## config.mk

```make
export PLATFORM = sky130hd
export DESIGN_NAME = multi_alarm_reg
export DESIGN_NICKNAME = d
export VERILOG_FILES = /design/src/rtl/multi_alarm_reg.sv
export SDC_FILE = /design/constraint.sdc
export NUM_CORES = 1
export LEC_CHECK = 0
export BUFFER_PORTS_ARGS = -buffer_cell sky130_fd_sc_hd__buf_2
export CORE_MARGIN = 8
export CORE_UTILIZATION = 55
export DETAILED_ROUTE_END_ITERATION = 6
export GPL_TIMING_DRIVEN = 0
export HOLD_SLACK_MARGIN = 0.02
export PLACE_DENSITY_LB_ADDON = 0.1
export SLEW_MARGIN = 25
export SYNTH_ARGS = -nofsm -noshare
export SYNTH_HDL_FRONTEND = slang
export SYNTH_SLANG_ARGS = --single-unit
export TNS_END_PERCENT = 1
```

## constraint.sdc

```tcl
create_clock -name clock -period 1.8 [get_ports clock]
set_input_delay 0.09 -clock clock [delete_from_list [all_inputs] [get_ports clock]]
set_output_delay 0.09 -clock clock [all_outputs]
set_load 0.005 [all_outputs]
```

## src/rtl/multi_alarm_reg.sv

```systemverilog
// multi_alarm_reg: NUM_ALARMS independent BCD hh:mm alarm slots with enables, minute-tick matching and pending flags.
// Define SNOOZE_EN to add per-slot snooze that re-fires a slot SNOOZE_MIN minutes after a snooze request.
module multi_alarm_reg #(
    parameter int NUM_ALARMS = 4,
    parameter int IDX_W      = 2,
    parameter int SNOOZE_MIN = 5
) (
    input  logic                  clock,
    input  logic                  reset,
    input  logic                  load_new_alarm,
    input  logic [IDX_W-1:0]      alarm_idx,
    input  logic [3:0]            new_alarm_ms_hr,
    input  logic [3:0]            new_alarm_ls_hr,
    input  logic [3:0]            new_alarm_ms_min,
    input  logic [3:0]            new_alarm_ls_min,
    input  logic                  alarm_en_wr,
    input  logic [NUM_ALARMS-1:0] alarm_en_data,
    input  logic [3:0]            current_time_ms_hr,
    input  logic [3:0]            current_time_ls_hr,
    input  logic [3:0]            current_time_ms_min,
    input  logic [3:0]            current_time_ls_min,
    input  logic                  minute_tick,
    input  logic                  stop_alarm,
    input  logic                  snooze,
    input  logic [IDX_W-1:0]      rd_idx,
    output logic [3:0]            alarm_time_ms_hr,
    output logic [3:0]            alarm_time_ls_hr,
    output logic [3:0]            alarm_time_ms_min,
    output logic [3:0]            alarm_time_ls_min,
    output logic [NUM_ALARMS-1:0] alarm_pending,
    output logic                  alarm,
    output logic                  load_err,
    output logic [NUM_ALARMS-1:0] snooze_active
);

    // Each slot is packed as {ms_hr, ls_hr, ms_min, ls_min} so a match is one 16-bit compare.
    logic [15:0]           r_slot [NUM_ALARMS];
    logic [NUM_ALARMS-1:0] r_enable;
    logic [NUM_ALARMS-1:0] r_pending;
    logic                  r_alarm;
    logic                  r_loadErr;

    logic [15:0]           w_newTime;
    logic [15:0]           w_curTime;
    logic [15:0]           w_rdTime;
    logic                  w_idxOk;
    logic                  w_digitsOk;
    logic                  w_loadOk;
    logic [NUM_ALARMS-1:0] w_hit;
    logic [NUM_ALARMS-1:0] w_pendNext;

    assign w_newTime = {new_alarm_ms_hr, new_alarm_ls_hr, new_alarm_ms_min, new_alarm_ls_min};
    assign w_curTime = {current_time_ms_hr, current_time_ls_hr, current_time_ms_min, current_time_ls_min};

    assign w_idxOk    = int'(alarm_idx) < NUM_ALARMS;
    assign w_digitsOk = (new_alarm_ms_hr <= 4'd2) && (new_alarm_ls_hr <= 4'd9)
                     && !((new_alarm_ms_hr == 4'd2) && (new_alarm_ls_hr > 4'd3))
                     && (new_alarm_ms_min <= 4'd5) && (new_alarm_ls_min <= 4'd9);
    assign w_loadOk   = w_idxOk && w_digitsOk;

    always_comb begin
        w_hit = '0;
        for (int i = 0; i < NUM_ALARMS; i++) begin
            w_hit[i] = minute_tick && r_enable[i] && (r_slot[i] == w_curTime);
        end
    end

`ifdef SNOOZE_EN
    logic [15:0]           r_snzTime [NUM_ALARMS];
    logic [NUM_ALARMS-1:0] r_snzActive;
    logic [NUM_ALARMS-1:0] w_snzHit;
    logic [NUM_ALARMS-1:0] w_snzNext;
    logic                  w_snoozeReq;
    logic [4:0]            w_lsMinSum;
    logic [3:0]            w_msMinSum;
    logic                  w_minCarry;
    logic                  w_hrCarry;
    logic [3:0]            w_snzLsMin;
    logic [3:0]            w_snzMsMin;
    logic [3:0]            w_snzLsHr;
    logic [3:0]            w_snzMsHr;
    logic [15:0]           w_snzTarget;

    assign w_snoozeReq = snooze && r_alarm;

    // Digit-wise BCD add of SNOOZE_MIN minutes, carrying into the hour and wrapping 23:5x to 00:0y.
    always_comb begin
        w_lsMinSum = {1'b0, current_time_ls_min} + 5'(SNOOZE_MIN);
        w_minCarry = w_lsMinSum > 5'd9;
        w_snzLsMin = w_minCarry ? 4'(w_lsMinSum - 5'd10) : w_lsMinSum[3:0];
        w_msMinSum = current_time_ms_min + {3'b000, w_minCarry};
        w_hrCarry  = w_msMinSum > 4'd5;
        w_snzMsMin = w_hrCarry ? 4'd0 : w_msMinSum;
        w_snzMsHr  = current_time_ms_hr;
        w_snzLsHr  = current_time_ls_hr;
        if (w_hrCarry) begin
            if ((current_time_ms_hr == 4'd2) && (current_time_ls_hr == 4'd3)) begin
                w_snzMsHr = 4'd0;
                w_snzLsHr = 4'd0;
            end else if (current_time_ls_hr == 4'd9) begin
                w_snzMsHr = current_time_ms_hr + 4'd1;
                w_snzLsHr = 4'd0;
            end else begin
                w_snzLsHr = current_time_ls_hr + 4'd1;
            end
        end
        w_snzTarget = {w_snzMsHr, w_snzLsHr, w_snzMsMin, w_snzLsMin};
    end

    always_comb begin
        w_snzHit = '0;
        for (int i = 0; i < NUM_ALARMS; i++) begin
            w_snzHit[i] = minute_tick && r_snzActive[i] && (r_snzTime[i] == w_curTime);
        end
        w_snzNext = r_snzActive & ~w_snzHit;
        if (w_snoozeReq) w_snzNext = w_snzNext | r_pending;
        if (stop_alarm) w_snzNext = '0;
        if (alarm_en_wr) w_snzNext = w_snzNext & alarm_en_data;
    end

    always_ff @(posedge clock or negedge reset) begin
        if (!reset) begin
            r_snzActive <= '0;
            for (int i = 0; i < NUM_ALARMS; i++) r_snzTime[i] <= '0;
        end else begin
            r_snzActive <= w_snzNext;
            for (int i = 0; i < NUM_ALARMS; i++) begin
                if (alarm_en_wr && !alarm_en_data[i]) r_snzTime[i] <= '0;
                else if (w_snoozeReq && r_pending[i]) r_snzTime[i] <= w_snzTarget;
            end
        end
    end

    assign snooze_active = r_snzActive;
`else
    logic [1:0] w_unusedSnooze;
    assign w_unusedSnooze = {snooze, SNOOZE_MIN > 0};
    assign snooze_active  = '0;
`endif

    // A fresh hit outranks stop/snooze in the same cycle; disabling a slot outranks everything.
    always_comb begin
        w_pendNext = r_pending;
        if (stop_alarm) w_pendNext = '0;
`ifdef SNOOZE_EN
        if (w_snoozeReq) w_pendNext = '0;
        w_pendNext = w_pendNext | w_hit | w_snzHit;
`else
        w_pendNext = w_pendNext | w_hit;
`endif
        if (alarm_en_wr) w_pendNext = w_pendNext & alarm_en_data;
    end

    always_ff @(posedge clock or negedge reset) begin
        if (!reset) begin
            for (int i = 0; i < NUM_ALARMS; i++) r_slot[i] <= '0;
            r_enable  <= '0;
            r_pending <= '0;
            r_alarm   <= 1'b0;
            r_loadErr <= 1'b0;
        end else begin
            for (int i = 0; i < NUM_ALARMS; i++) begin
                if (load_new_alarm && w_loadOk && (int'(alarm_idx) == i)) r_slot[i] <= w_newTime;
            end
            if (alarm_en_wr) r_enable <= alarm_en_data;
            r_pending <= w_pendNext;
            r_alarm   <= |r_pending;
            r_loadErr <= load_new_alarm && !w_loadOk;
        end
    end

    always_comb begin
        w_rdTime = '0;
        for (int i = 0; i < NUM_ALARMS; i++) begin
            if (int'(rd_idx) == i) w_rdTime = r_slot[i];
        end
    end

    assign alarm_time_ms_hr  = w_rdTime[15:12];
    assign alarm_time_ls_hr  = w_rdTime[11:8];
    assign alarm_time_ms_min = w_rdTime[7:4];
    assign alarm_time_ls_min = w_rdTime[3:0];
    assign alarm_pending     = r_pending;
    assign alarm             = r_alarm;
    assign load_err          = r_loadErr;

endmodule

```

==> impl_metrics.toml <==
[synth]
async_reset_ff_frac = 1.000
synth_area_leaders = "dfrtp_1 (47%), mux2_2 (14%), xnor2_1 (11%)"
synth.largest_area_cell = "dfrtp_1"
yosys.area.top_type_share = 0.4661
synth_edf_count = 0
syn_area_um2 = 3973
syn_inst = 289
synth-seq-area-share = 0.4661
yosysWarnings = 0
synth-main-ff-cell = "dfrtp_1"
synth_seq_cells = 74
synth.distinct_cells = 36
syn_area_per_cell_um2 = 13.75

[global_routing]
grt_max_degree = 44
grt_pass1_vias = 2901
gr-total-overflow = 0
grt_pass1_wl_um = 16090
antenna_found_initial = 0
grt_usage = 0.2129

[critical_path]
rrSetupSlack_ns = 0.19
arrival_ns = 2.01
cp_max_fo = 10
slowest_delay_ns = 0.52
crit_path_end_kind = "flip-flop"
path_buf_inv = 3
path_class = "primary input to flip-flop"
crit_slowest_cell = "or4b_4"
startpoint_type = "primary input"
cp.required_ns = 2.03
path_cells = "buf_2 > a2111oi_4 > nand3_2 > or4b_4 > buf_6 > buf_12 > mux2_4"
cp_top_family = "simple AND/OR/NAND/NOR gates"

[timing]
timing.slew.headroom = 0.5978
finalCriticalPeriod_ns = 1.777
worstMarginPinSlew_ns = 0.5989
timing.final.crit_share = 0.9870
hold_viol = 0
rsz0062_at_grt = "yes"
slew_viol_final = 0
finalSetupViolCount = 0
skew_ns = 0.01053
finalSetupTns_ns = 0
fmax_mhz = 562.9
setup_ws_ns = 0.02336

[hold_path]
hp-class = "primary input to flip-flop"

[power]
p_per_area_nw_per_um2 = 789.7
clockPowerShare = 0.355
leakagePower_nw = 2.236
irDropWorstVdd_uv = 435.5
p_int_w = 0.002789
p_switching_w = 0.0009922
swShare = 0.2624
p_comb_frac = 0.157
sequentialPowerShare = 0.489

[floorplan]
initial_utilization = 0.5566
coreArea_um2 = 7137
io_pins = 73
num_rows = 31
die_y_um = 101.0
die_w_um = 101.0
die_area_um2 = 10200

[routing]
topRoutingLayerUsed = "met4"
wl_met1_um = 4542
drtIter0Drc = 124
drtAntennaViolNets = 0
route.final.wire_length_um = 10130
dr_wl_met2_um = 4870
drt_first_pass_iters = 4
wl_met3_um = 523
num_vias = 2692
via_per_inst = 5.608
post_drt_wl_per_cell_um = 21.11
route.detailed.drc = 0

[clocking]
numCtsBuffers = 9
htree_num_levels = 3
cts_max_path_buffers = 2
clock-sinks = 74
cts_root_buf = "clkbuf_8"
clkSlewWorstSetupHoldPaths_ns = 0.08
cts_tree = "yes"
insertion_delay_ns = 0.35

[place]
dp_slack_ns = -0.7907
hpwl_um = 7541
post_dp_cell_area_um2 = 4449
gp_congestion = 0.8234
io_buffer_count = 62
dp_cells = 454

[finish]
final_area_um2 = 4788
nNetsFinal = 423
syn_to_final_growth_pct = 20.54
multi_input_area_um2 = 2046
fin_util = 0.6709
seq_area_um2 = 1852
final_cells = 480
antenna_cells = 0
layout-drive-gt1-share = 0.4514
fillers = 572

[status]
status = "finished clean"

[job]
maxCapViolCount = 0
[stage by stage]
stage,hold slack (ns),total power [W]
2_1_floorplan,-0.2056,0.002189
3_3_place_gp,0.3264,0.002433
3_5_place_dp,0.1257,0.002451
4_1_cts,0.02097,0.003806
5_1_grt,0.03031,0.003941
6_report,0.03313,0.003781
[power by group through the flow]
stage	sequential (W)	combinational (W)	clock (W)
2_1_floorplan	0.00185	0.000335	0
3_3_place_gp	0.00187	0.000560	0
3_5_place_dp	0.00188	0.000572	0
4_1_cts	0.00185	0.000596	0.00136
5_1_grt	0.00186	0.000638	0.00144
6_report	0.00185	0.000592	0.00134
[cells in the final DEF, fill, tap and decap left out, drive strengths merged, types with 3 or more instances in the layout]
cell type and instances:
nand4 12, dlygate4sd3 9, nand3 4, dfrtp 74
clkbuf 18, or4 4, xor2 15, buf 75
mux4 16, o21ai 4, nor2b 8, nor4 4
nand3b 3, conb 4, nand2b 3, mux2 56
and2 6, xnor2 49
[area by class of cell]
| class | count | share of cell area |
|---|---|---|
| Multi-Input combinational cell | 201 | 0.4272 |
| Sequential cell | 74 | 0.3867 |
| Timing Repair Buffer | 73 | 0.08989 |
| Clock buffer | 12 | 0.03240 |
| Buffer | 17 | 0.02770 |
| Tap cell | 99 | 0.02587 |
| Clock inverter | 4 | 0.01019 |
[state kept, by name (all words and copies together) (netlist names)]
signal / flops
r_slot: 64
load_err: 1
alarm_pending: 4
r_enable: 4
alarm: 1
[layer usage]
metal  up-vias  global-route usage
met4         0             0.09164
met3        13             0.04213
met1      1395              0.2822
li1       1207                   -
met5         -                   0
met2        77              0.3311
[timing repair]
action	in CTS	in global routing
pin swaps	2	0
gates cloned	0	0
setup buffers	1	0
setup endpoints to repair	47	25
hold buffers	9	0
gates resized for setup	9	5
hold endpoints to repair	54	0
[logic make-up after synthesis]
family                    count (synthesis)  share of synthesized area
DFF                                      74                     0.4661
buffers and inverters                    17                    0.02929
and+or+nand+nor                          51                    0.08724
xor gates and xnor gates                 64                     0.1411
other                                     1                  0.0009440
muxes                                    72                     0.2561
AOI/OAI and AO/OA                        10                    0.01921
[final timing paths]
check                                      startpoint                          to  cells past startpoint
max                               new_alarm_ms_min[2]      r_slot[21]$_DFFE_PN0P_                      7
min                                new_alarm_ms_hr[1]      r_slot[13]$_DFFE_PN0P_                      2
max reg2reg                    r_slot[22]$_DFFE_PN0P_  alarm_pending[2]$_DFF_PN0_                      4
min reg2reg                alarm_pending[2]$_DFF_PN0_             alarm$_DFF_PN0_                      1
max in group asynchronous                       reset      r_slot[18]$_DFFE_PN0P_                      3
min in group asynchronous                       reset      r_slot[56]$_DFFE_PN0P_                      2
[synth_stat cells, types with 2 or more instances]
cell type and n:
and2_2 3, or4_1 4, buf_2 2, nor4_1 3, dfrtp_1 74, buf_6 2, xnor2_1 49, mux2_4 7
nor2b_1 8, o21a_1 2, nand3b_1 3, nor3_1 2, buf_4 5, mux4_2 16, xor2_1 15, nand3_1 3
and2_1 3, o21ai_0 4, nand2_1 2, nand2b_1 3, clkbuf_1 6, nand4_1 12, mux2_2 48
(Power assumes the default switching activity.)
